<file path="config.mk">
export PLATFORM = sky130hd
export DESIGN_NAME = lsu_bus_if_flat
export DESIGN_NICKNAME = d
export VERILOG_FILES = /design/src/rtl/lsu_bus_if_if.sv /design/src/rtl/lsu_bus_if.sv /design/src/flat_wrapper.sv
export SDC_FILE = /design/constraint.sdc
export NUM_CORES = 1
export LEC_CHECK = 0
export ABC_AREA = 1
export CORE_ASPECT_RATIO = 1.1
export CORE_MARGIN = 2
export CORE_UTILIZATION = 44
export DETAILED_ROUTE_END_ITERATION = 6
export GPL_TIMING_DRIVEN = 0
export PLACE_DENSITY = 0.81
export SLEW_MARGIN = 25
export SYNTH_ARGS = -nofsm -noshare
export SYNTH_HDL_FRONTEND = slang
export SYNTH_SLANG_ARGS = --single-unit
</file>
<file path="constraint.sdc">
create_clock -name clk -period 1.6 [get_ports clk]
set_clock_uncertainty 0.1 [all_clocks]
set_input_delay 0.32 -clock clk [delete_from_list [all_inputs] [get_ports clk]]
set_output_delay 0.32 -clock clk [all_outputs]
set_load 0.02 [all_outputs]
</file>
<file path="src/rtl/lsu_bus_if_if.sv">
// Memory-side bus of the load/store unit: single-outstanding request with
// a one-cycle acknowledge pulse returning read data.
interface lsu_bus_if_if;
    logic        bus_req;
    logic        bus_we;
    logic [31:0] bus_addr;
    logic [3:0]  bus_be;
    logic [31:0] bus_wdata;
    logic        bus_ack;
    logic [31:0] bus_rdata;

    modport master (
        output bus_req,
        output bus_we,
        output bus_addr,
        output bus_be,
        output bus_wdata,
        input  bus_ack,
        input  bus_rdata
    );

    modport slave (
        input  bus_req,
        input  bus_we,
        input  bus_addr,
        input  bus_be,
        input  bus_wdata,
        output bus_ack,
        output bus_rdata
    );
endinterface

</file>
<file path="src/rtl/lsu_bus_if.sv">
// Load/store unit: turns datapath load/store strobes into one bus access,
// stalls the pipeline until it completes, and flags misalignment/illegal/timeout.
module lsu_bus_if #(
    parameter int unsigned TIMEOUT_CYCLES = 16
) (
    input  logic         clk,
    input  logic         reset,
    input  logic         mem_read,
    input  logic         mem_write,
    input  logic [2:0]   funct3,
    input  logic [31:0]  addr,
    input  logic [31:0]  wdata,
    output logic [31:0]  rdata,
    output logic         stall,
    output logic         fault,
    lsu_bus_if_if.master bus
);

    localparam int unsigned CNT_W = (TIMEOUT_CYCLES < 2) ? 1 : $clog2(TIMEOUT_CYCLES);
    localparam logic [CNT_W-1:0] CNT_LAST = CNT_W'(TIMEOUT_CYCLES - 1);

    typedef enum logic [1:0] {
        ST_IDLE,
        ST_BUS,
        ST_DONE
    } state_e;

    state_e             state_q, state_d;
    logic [CNT_W-1:0]   cnt_q, cnt_d;
    logic               req_q, req_d;
    logic               we_q, we_d;
    logic [31:0]        addr_q, addr_d;
    logic [3:0]         be_q, be_d;
    logic [31:0]        wd_q, wd_d;
    logic [1:0]         off_q, off_d;
    logic [2:0]         f3_q, f3_d;
    logic [31:0]        rdata_q, rdata_d;
    logic               fault_q, fault_d;

    logic               acc_req;
    logic               acc_write;
    logic               f3_ok;
    logic               aligned;
    logic               acc_legal;
    logic [3:0]         be_new;
    logic [31:0]        wd_new;
    logic [7:0]         ld_byte;
    logic [15:0]        ld_half;
    logic [31:0]        ld_ext;

    // Request decode: legality, lane enables and replicated store data.
    always_comb begin
        acc_req   = mem_read | mem_write;
        acc_write = mem_write;
        aligned   = 1'b1;
        be_new    = 4'hF;
        wd_new    = wdata;
        if (acc_write) begin
            f3_ok = (funct3[2] == 1'b0) && (funct3[1:0] != 2'b11);
        end else begin
            f3_ok = !((funct3 == 3'b011) || (funct3 == 3'b110) || (funct3 == 3'b111));
        end
        unique case (funct3[1:0])
            2'b00: begin
                aligned = 1'b1;
                be_new  = 4'b0001 << addr[1:0];
                wd_new  = {4{wdata[7:0]}};
            end
            2'b01: begin
                aligned = ~addr[0];
                be_new  = addr[1] ? 4'b1100 : 4'b0011;
                wd_new  = {2{wdata[15:0]}};
            end
            default: begin
                aligned = (addr[1:0] == 2'b00);
                be_new  = 4'hF;
                wd_new  = wdata;
            end
        endcase
        acc_legal = f3_ok & aligned;
    end

    // Load lane select uses the offset and size captured at request time.
    always_comb begin
        ld_byte = bus.bus_rdata[{off_q, 3'b000} +: 8];
        ld_half = off_q[1] ? bus.bus_rdata[31:16] : bus.bus_rdata[15:0];
        unique case (f3_q)
            3'b000:  ld_ext = {{24{ld_byte[7]}}, ld_byte};
            3'b100:  ld_ext = {24'h000000, ld_byte};
            3'b001:  ld_ext = {{16{ld_half[15]}}, ld_half};
            3'b101:  ld_ext = {16'h0000, ld_half};
            default: ld_ext = bus.bus_rdata;
        endcase
    end

    always_comb begin
        state_d = state_q;
        cnt_d   = cnt_q;
        req_d   = req_q;
        we_d    = we_q;
        addr_d  = addr_q;
        be_d    = be_q;
        wd_d    = wd_q;
        off_d   = off_q;
        f3_d    = f3_q;
        rdata_d = rdata_q;
        fault_d = 1'b0;
        unique case (state_q)
            ST_IDLE: begin
                if (acc_req) begin
                    if (acc_legal) begin
                        req_d   = 1'b1;
                        we_d    = acc_write;
                        addr_d  = {addr[31:2], 2'b00};
                        be_d    = be_new;
                        wd_d    = wd_new;
                        off_d   = addr[1:0];
                        f3_d    = funct3;
                        cnt_d   = '0;
                        state_d = ST_BUS;
                    end else begin
                        fault_d = 1'b1;
                        rdata_d = '0;
                        state_d = ST_DONE;
                    end
                end
            end
            ST_BUS: begin
                // An ack on the last allowed cycle takes priority over the timeout.
                if (bus.bus_ack) begin
                    req_d   = 1'b0;
                    rdata_d = we_q ? '0 : ld_ext;
                    state_d = ST_DONE;
                end else if (cnt_q == CNT_LAST) begin
                    req_d   = 1'b0;
                    fault_d = 1'b1;
                    rdata_d = '0;
                    state_d = ST_DONE;
                end else begin
                    cnt_d = cnt_q + 1'b1;
                end
            end
            ST_DONE: begin
                state_d = ST_IDLE;
            end
            default: begin
                state_d = ST_IDLE;
            end
        endcase
    end

    always_ff @(posedge clk) begin
        if (reset) begin
            state_q <= ST_IDLE;
            cnt_q   <= '0;
            req_q   <= 1'b0;
            we_q    <= 1'b0;
            addr_q  <= '0;
            be_q    <= '0;
            wd_q    <= '0;
            off_q   <= '0;
            f3_q    <= '0;
            rdata_q <= '0;
            fault_q <= 1'b0;
        end else begin
            state_q <= state_d;
            cnt_q   <= cnt_d;
            req_q   <= req_d;
            we_q    <= we_d;
            addr_q  <= addr_d;
            be_q    <= be_d;
            wd_q    <= wd_d;
            off_q   <= off_d;
            f3_q    <= f3_d;
            rdata_q <= rdata_d;
            fault_q <= fault_d;
        end
    end

    assign stall         = ~reset & (((state_q == ST_IDLE) & acc_req) | (state_q == ST_BUS));
    assign rdata         = rdata_q;
    assign fault         = fault_q;
    assign bus.bus_req   = req_q;
    assign bus.bus_we    = we_q;
    assign bus.bus_addr  = addr_q;
    assign bus.bus_be    = be_q;
    assign bus.bus_wdata = wd_q;

endmodule
</file>
<file path="src/flat_wrapper.sv">
// flat-port wrapper written by rule: the top's interface ports become plain ports
module lsu_bus_if_flat 
#(
    parameter int unsigned TIMEOUT_CYCLES = 16
)
  (clk, reset, mem_read, mem_write, funct3, addr, wdata, rdata, stall, fault, bus_bus_req, bus_bus_we, bus_bus_addr, bus_bus_be, bus_bus_wdata, bus_bus_ack, bus_bus_rdata);
  lsu_bus_if_if bus_i ();
  input  logic clk;
  input  logic reset;
  input  logic mem_read;
  input  logic mem_write;
  input  logic [2:0] funct3;
  input  logic [31:0] addr;
  input  logic [31:0] wdata;
  output logic [31:0] rdata;
  output logic stall;
  output logic fault;
  output wire logic [$bits(bus_i.bus_req)-1:0] bus_bus_req;
  output wire logic [$bits(bus_i.bus_we)-1:0] bus_bus_we;
  output wire logic [$bits(bus_i.bus_addr)-1:0] bus_bus_addr;
  output wire logic [$bits(bus_i.bus_be)-1:0] bus_bus_be;
  output wire logic [$bits(bus_i.bus_wdata)-1:0] bus_bus_wdata;
  input wire logic [$bits(bus_i.bus_ack)-1:0] bus_bus_ack;
  input wire logic [$bits(bus_i.bus_rdata)-1:0] bus_bus_rdata;
  assign bus_bus_req = bus_i.bus_req;
  assign bus_bus_we = bus_i.bus_we;
  assign bus_bus_addr = bus_i.bus_addr;
  assign bus_bus_be = bus_i.bus_be;
  assign bus_bus_wdata = bus_i.bus_wdata;
  assign bus_i.bus_ack = bus_bus_ack;
  assign bus_i.bus_rdata = bus_bus_rdata;
  lsu_bus_if #(.TIMEOUT_CYCLES(TIMEOUT_CYCLES)) u_core (.clk(clk), .reset(reset), .mem_read(mem_read), .mem_write(mem_write), .funct3(funct3), .addr(addr), .wdata(wdata), .rdata(rdata), .stall(stall), .fault(fault), .bus(bus_i));
endmodule
</file>
==> results of run 1 <==
Yosys cell counts (all sizes together):
cell type / instances
nand4: 4
o21bai: 1
ha: 1
dfxtp: 112
nand2: 281
or2: 4
a21oi: 129
clkbuf: 21
o211ai: 14
buf: 29
o21ai: 31
a211oi: 2
nand3b: 1
inv: 49
nor2: 41
nand3: 45
nor3: 1
conb: 1
sequential cells by signal, indices dropped and copies added, names as in the netlist:
signal                flops
u_core.fault              1
u_core.bus.bus_wdata     32
u_core.state_q            2
u_core.rdata             32
u_core.bus.bus_addr      30
u_core.cnt_q              4
u_core.bus.bus_be         4
u_core.f3_q               3
u_core.bus.bus_we         1
u_core.off_q              2
u_core.bus.bus_req        1
metal layers:
metal  track usage  share of wire
met5             0              0
met3        0.0819           0.10
met2         0.466           0.47
met4         0.103          0.036
met1         0.328           0.38
cells by family after synthesis:
| family | after synthesis | share of synthesized area |
|---|---|---|
| simple gates | 377 | 0.300 |
| other cells | 1 | 0.000726 |
| fa+ha+maj | 1 | 0.00242 |
| flops | 112 | 0.434 |
| compound gates | 177 | 0.180 |
| buf+inv | 99 | 0.0838 |
layout make-up:
type / count / area, um^2 / share of cell area
Clock inverter: 4 / 53.8 / 0.00653
Clock buffer: 11 / 243 / 0.0295
Sequential cell: 112 / 2250 / 0.274
Inverter: 49 / 201 / 0.0245
Multi-Input combinational cell: 557 / 2750 / 0.334
Tap cell: 150 / 188 / 0.0228
Timing Repair inverter: 1 / 8.76 / 0.00106
Timing Repair Buffer: 225 / 2160 / 0.262
Buffer: 50 / 373 / 0.0453
worst paths after layout:
kind	startpoint	end
setup / recovery	mem_read	u_core.bus.bus_wdata[31]
hold / removal	addr[1]	u_core.off_q[1]
setup reg to reg	u_core.state_q[0]	u_core.bus.bus_wdata[31]
hold reg to reg	u_core.rdata[4]	u_core.rdata[4]
power groups by stage:
stage,logic [mW],clock network (mW),registers [mW]
3_3_place_gp,1.58,0,3.06
4_1_cts,1.62,2.30,3.00
2_1_floorplan,0.711,0,3.19
5_1_grt,1.99,2.44,3.02
6_report,1.85,2.29,3.01
3_5_place_dp,1.59,0,3.06
metrics by stage:
step	hold slack (ns)	setup TNS, ns	util
final	0.209	-0.860	0.716
after global routing	0.199	-9.34	0.716
after CTS	0.299	-1.60	0.675
after detailed placement	0.354	-53.93	0.644
after global placement	0.349	-49.56	0.644
after floorplan	0.354	0	-
what timing repair did:
action,in CTS,in global routing
setup endpoints to repair,212,110
setup buffers,7,10
pin swaps,1,8
resized for setup,152,103
gates cloned,2,4
endpoints found under the hold margin,0,0
worst reg2reg max path, stage by stage (launching register included):
cell and delay [ns]:
dfxtp_2 0.35, nor2_4 0.14, inv_2 0.05, nor2_4 0.09, buf_4 0.14, nand3_4 0.13, buf_12 0.18, inv_6 0.08
clkbuf_16 0.14, o21ai_0 0.09, a21oi_1 0.13
==> results.py, run 1 <==
metrics = {
    "sta": {
        "hold_viol": 0,
        "worst_pin_slew_ns": 0.697,
        "final-setup-viol-count": 40,
        "fin_ws_ns": -0.0956,
        "period_minus_slack_ns": 1.70,
        "slew_headroom": 0.535,
        "rsz0062_at_grt": "true",
        "drv_slew": 0,
        "max_freq_mhz": 590,
        "finalCritPeriodShare": 1.06,
    },
    "critical_path": {
        "cp_slowest_cell": "clkdlybuf4s50_1",
        "worstSetupStartpointType": "input pin",
        "critPathMaxFanout": 6,
        "cp.required_ns": 1.73,
        "rr_worst_depth": 10,
        "worst_ep_arrival_time_ns": 1.82,
        "critPathKind": "input pin to register",
        "rrSetupSlack_ns": -0.08,
        "setup.worst_path.end_class": "register",
        "critPathMaxStageDelay_ns": 0.41,
        "cp_num_buf_inv": 5,
        "worst-path-stages": 10,
        "path_cells": "clkdlybuf4s50_1, nor2_2, nor2_4, buf_4, nand3_4, buf_12, inv_6, clkbuf_16, o21ai_0, a21oi_1",
        "crit_family": "buffers and inverters",
    },
    "logic_synthesis": {
        "yosys.area.top_type_share": 0.434,
        "yosys_warnings": 0,
        "ys_seq_area_frac": 0.434,
        "ys_seq_elements": 112,
        "synth_cell_types": 28,
        "synth_top_area_cell": "dfxtp_1",
        "syn_inst": 767,
        "synth_area_mm2": 0.00517,
        "synthTopCellsByArea": "dfxtp_1, nand2_1, a21oi_1",
        "avgSynthCellArea_um2": 6.74,
    },
    "route": {
        "firstDrtPassIters": 7,
        "via_count": 6079,
        "routed_wl_um": 18600,
        "drc": 0,
        "drtIter0Drc": 350,
        "routedWlPerCell_um": 16.1,
        "ant_nets": 0,
        "via_per_inst": 5.25,
    },
    "grt": {
        "grt_overflow_total": 0,
        "grt_pass1_vias": 5531,
        "grt_max_degree": 18,
        "grt_usage": 0.276,
        "antenna_found_initial": 0,
        "grt_pass1_wl_um": 27700,
    },
    "final_layout": {
        "stdcell_count": 1159,
        "layout_common_cells": "nand2_1, dfxtp_1, dlygate4sd2_1",
        "synthToLayoutAreaGrowth_pct": 59.3,
        "final_common_cell": "nand2_1",
        "num_antenna_cells": 0,
        "fin_nets": 1110,
        "drive_above_1_share": 0.153,
        "post-route-cell-area_mm2": 0.00823,
        "fillers": 960,
    },
    "power_and_ir_drop": {
        "p_seq_frac": 0.421,
        "powerDensity_mw_per_mm2": 868,
        "combinationalPowerShare": 0.259,
        "p_int_mw": 5.00,
        "swShare": 0.301,
        "power.switching_mw": 2.15,
        "ir_drop_v": 0.000537,
        "total_power_mw": 7.15,
        "pwr-share-clk": 0.320,
        "p_leak_nw": 3.71,
    },
    "clock_tree": {
        "cts_num_sinks": 112,
        "htreeDepth": 3,
        "clkLatencyLatePin_ns": 0.34,
        "cts_tree": "done",
        "clk_pin_slew_ns": 0.07,
        "clockBufferDepth": 2,
        "cts_buffers": 9,
        "root_buffer": "clkbuf_16",
        "hold_buffers": 0,
    },
    "place": {
        "dp.final_hpwl_um": 13300,
        "dp.cells": 1122,
        "post-place-ws_ns": -0.627,
        "io_buffer_count": 204,
        "place_area_mm2": 0.00740,
        "place_congestion": 0.961,
    },
    "min_path": {
        "hp-class": "input pin to register",
        "holdPathStages": 3,
    },
    "job": {
        "drv_cap": 0,
    },
    "floorplan": {
        "die_w_um": 107,
        "dieArea_mm2": 0.0126,
        "initial_core_util": 0.450,
        "core-area_mm2": 0.0115,
        "fp-row-count": 41,
        "die_h_um": 118,
        "io_pins": 208,
    },
    "status": {
        "status": "complete, but fails checks",
        "violations": "setup timing",
    },
}
Note: power is estimated with default switching activity, not from simulation.
==> run 2, diff against run 1 <==
SETUP_SLACK_MARGIN = 0.15   (was default)
SKIP_CTS_REPAIR_TIMING = 1   (was default)
==> run 2 against run 1 <==
  * The run still ends with setup timing left
  * Sequential cell count did not move
  * Critical path type is now register to output port
  * Register-to-register slack got worse by 0.08 ns
  * Highest routed layer unchanged
  * Clock power rose by 9.6%
==> results.py, run 2 (synthesized netlist as in run 1, its figures left out) <==
metrics = {
    "power_and_ir_drop": {
        "p_leak_nw": 5.56,
        "ir_drop_v": 0.000706,
        "pwr-share-clk": 0.317,
        "p_int_mw": 5.43,
        "p_seq_frac": 0.383,
        "power.switching_mw": 2.49,
        "combinationalPowerShare": 0.300,
        "powerDensity_mw_per_mm2": 821,
        "swShare": 0.314,
    },
    "grt": {
        "grt_pass1_vias": 5429,
        "grt_pass1_wl_um": 26600,
        "grt_overflow_total": 0,
        "grt_max_degree": 20,
        "antenna_found_initial": 0,
        "grt_usage": 0.265,
    },
    "final_layout": {
        "fin_nets": 1126,
        "stdcell_count": 1176,
        "synthToLayoutAreaGrowth_pct": 86.5,
        "final_common_cell": "nand2_1",
        "layout_common_cells": "nand2_1, dlymetal6s2s_1, dfxtp_1",
        "num_antenna_cells": 0,
        "drive_above_1_share": 0.302,
    },
    "min_path": {
        "hp-class": "input pin to register",
        "hold_start": "addr[1]",
    },
    "route": {
        "drtIter0Drc": 476,
        "wl_met2_um": 10700,
        "via_per_inst": 5.49,
        "via_count": 6460,
        "drc": 0,
        "firstDrtPassIters": 5,
        "routedWlPerCell_um": 18.3,
        "ant_nets": 0,
        "routed_wl_um": 21600,
        "drt-met1-wl_um": 8030,
        "wl_met3_um": 1880,
        "top_layer": "met4",
    },
    "floorplan": {
        "fp-row-count": 41,
        "die_w_um": 107,
        "core-area_mm2": 0.0115,
        "initial_core_util": 0.450,
        "io_pins": 208,
        "die_h_um": 118,
        "dieArea_mm2": 0.0126,
    },
    "place": {
        "dp.cells": 1122,
        "io_buffer_count": 204,
        "place_congestion": 0.981,
        "dp.final_hpwl_um": 13100,
    },
    "job": {
        "drv_cap": 0,
    },
    "sta": {
        "max_freq_mhz": 562,
        "hold_viol": 0,
        "rsz0062_at_grt": "true",
        "drv_slew": 0,
        "fin_ws_ns": -0.180,
        "final-setup-viol-count": 102,
        "slew_headroom": 0.496,
        "finalCritPeriodShare": 1.11,
        "worst_pin_slew_ns": 0.756,
        "whs_ns": 0.211,
        "period_minus_slack_ns": 1.78,
    },
    "clock_tree": {
        "root_buffer": "clkbuf_16",
        "htreeDepth": 3,
        "cts_buffers": 9,
        "clkLatencyLatePin_ns": 0.36,
        "cts_num_sinks": 112,
        "clk_pin_slew_ns": 0.08,
        "clockBufferDepth": 2,
        "cts_tree": "done",
    },
    "critical_path": {
        "worstSetupStartpointType": "register",
        "setup.worst_path.end_class": "output port",
        "startpoint": "u_core.state_q[0]",
        "critPathKind": "register to output port",
        "cp.required_ns": 1.18,
        "critPathMaxFanout": 3,
        "rrSetupSlack_ns": -0.16,
        "r2r-start": "u_core.state_q[0]",
        "worst_ep_arrival_time_ns": 1.36,
        "path_cells": "nor2_4, inv_2, nor2_4, nor2_1, nor2_1, buf_4",
        "cp_slowest_cell": "dfxtp_4",
        "critPathMaxStageDelay_ns": 0.37,
    },
    "status": {
        "status": "complete, but fails checks",
        "violations": "setup timing",
    },
}
==> run 2: layout make-up <==
class / instances / area (um^2)
flip-flops and latches: 112 / 2260
fillers: 686 / 1850
clock inverters: 7 / 103
multi-input cells: 557 / 3330
inverters: 49 / 204
well taps: 150 / 188
clock buffers: 9 / 225
repair buffers: 241 / 2880
plain buffers: 50 / 437
repair inverters: 1 / 16.3
==> run 2: layer usage <==
metal	vias to the layer above	GRT usage
met5	-	0
met4	0	0.0970
met3	91	0.0819
met2	367	0.437
met1	3005	0.324
li1	2997	-
==> run 2: through the flow <==
stage	utilization	cell area [um^2]	total power [mW]	TNS, ns	worst slack, ns
after floorplan	-	5210	3.93	0	0.150
after global placement	0.648	7440	4.66	-51.29	-0.653
after detailed placement	0.648	7440	4.68	-53.35	-0.666
after CTS	0.676	7770	7.14	-28.36	-0.670
after global routing	0.839	9640	8.17	-13.11	-0.243
final	0.839	9640	7.92	-8.54	-0.180
==> run 2: final timing paths <==
path / to / cells past startpoint
setup / recovery: stall / 6
hold / removal: u_core.off_q[1] / 3
setup reg to reg: u_core.bus.bus_addr[15] / 11
hold reg to reg: u_core.rdata[0] / 2
==> run 2: worst max-delay path: cells and delay by family (launching register included) <==
family	cells	cell delay, ns
buffers and inverters	2	0.22
flip-flops	1	0.37
AND/OR/NAND/NOR	4	0.42
==> run 2: power groups by stage <==
stage	combinational, mW	clock, mW	sequential, mW
2_1_floorplan	0.733	0	3.20
3_3_place_gp	1.60	0	3.06
3_5_place_dp	1.61	0	3.07
4_1_cts	1.62	2.51	3.00
5_1_grt	2.49	2.64	3.04
6_report	2.37	2.51	3.03
==> run 3, diff against run 2 <==
CTS_CLUSTER_DIAMETER = 80   (was default)
==> results of run 3 <==
The final DEF is identical to that of run 2; final timing and power are the same.
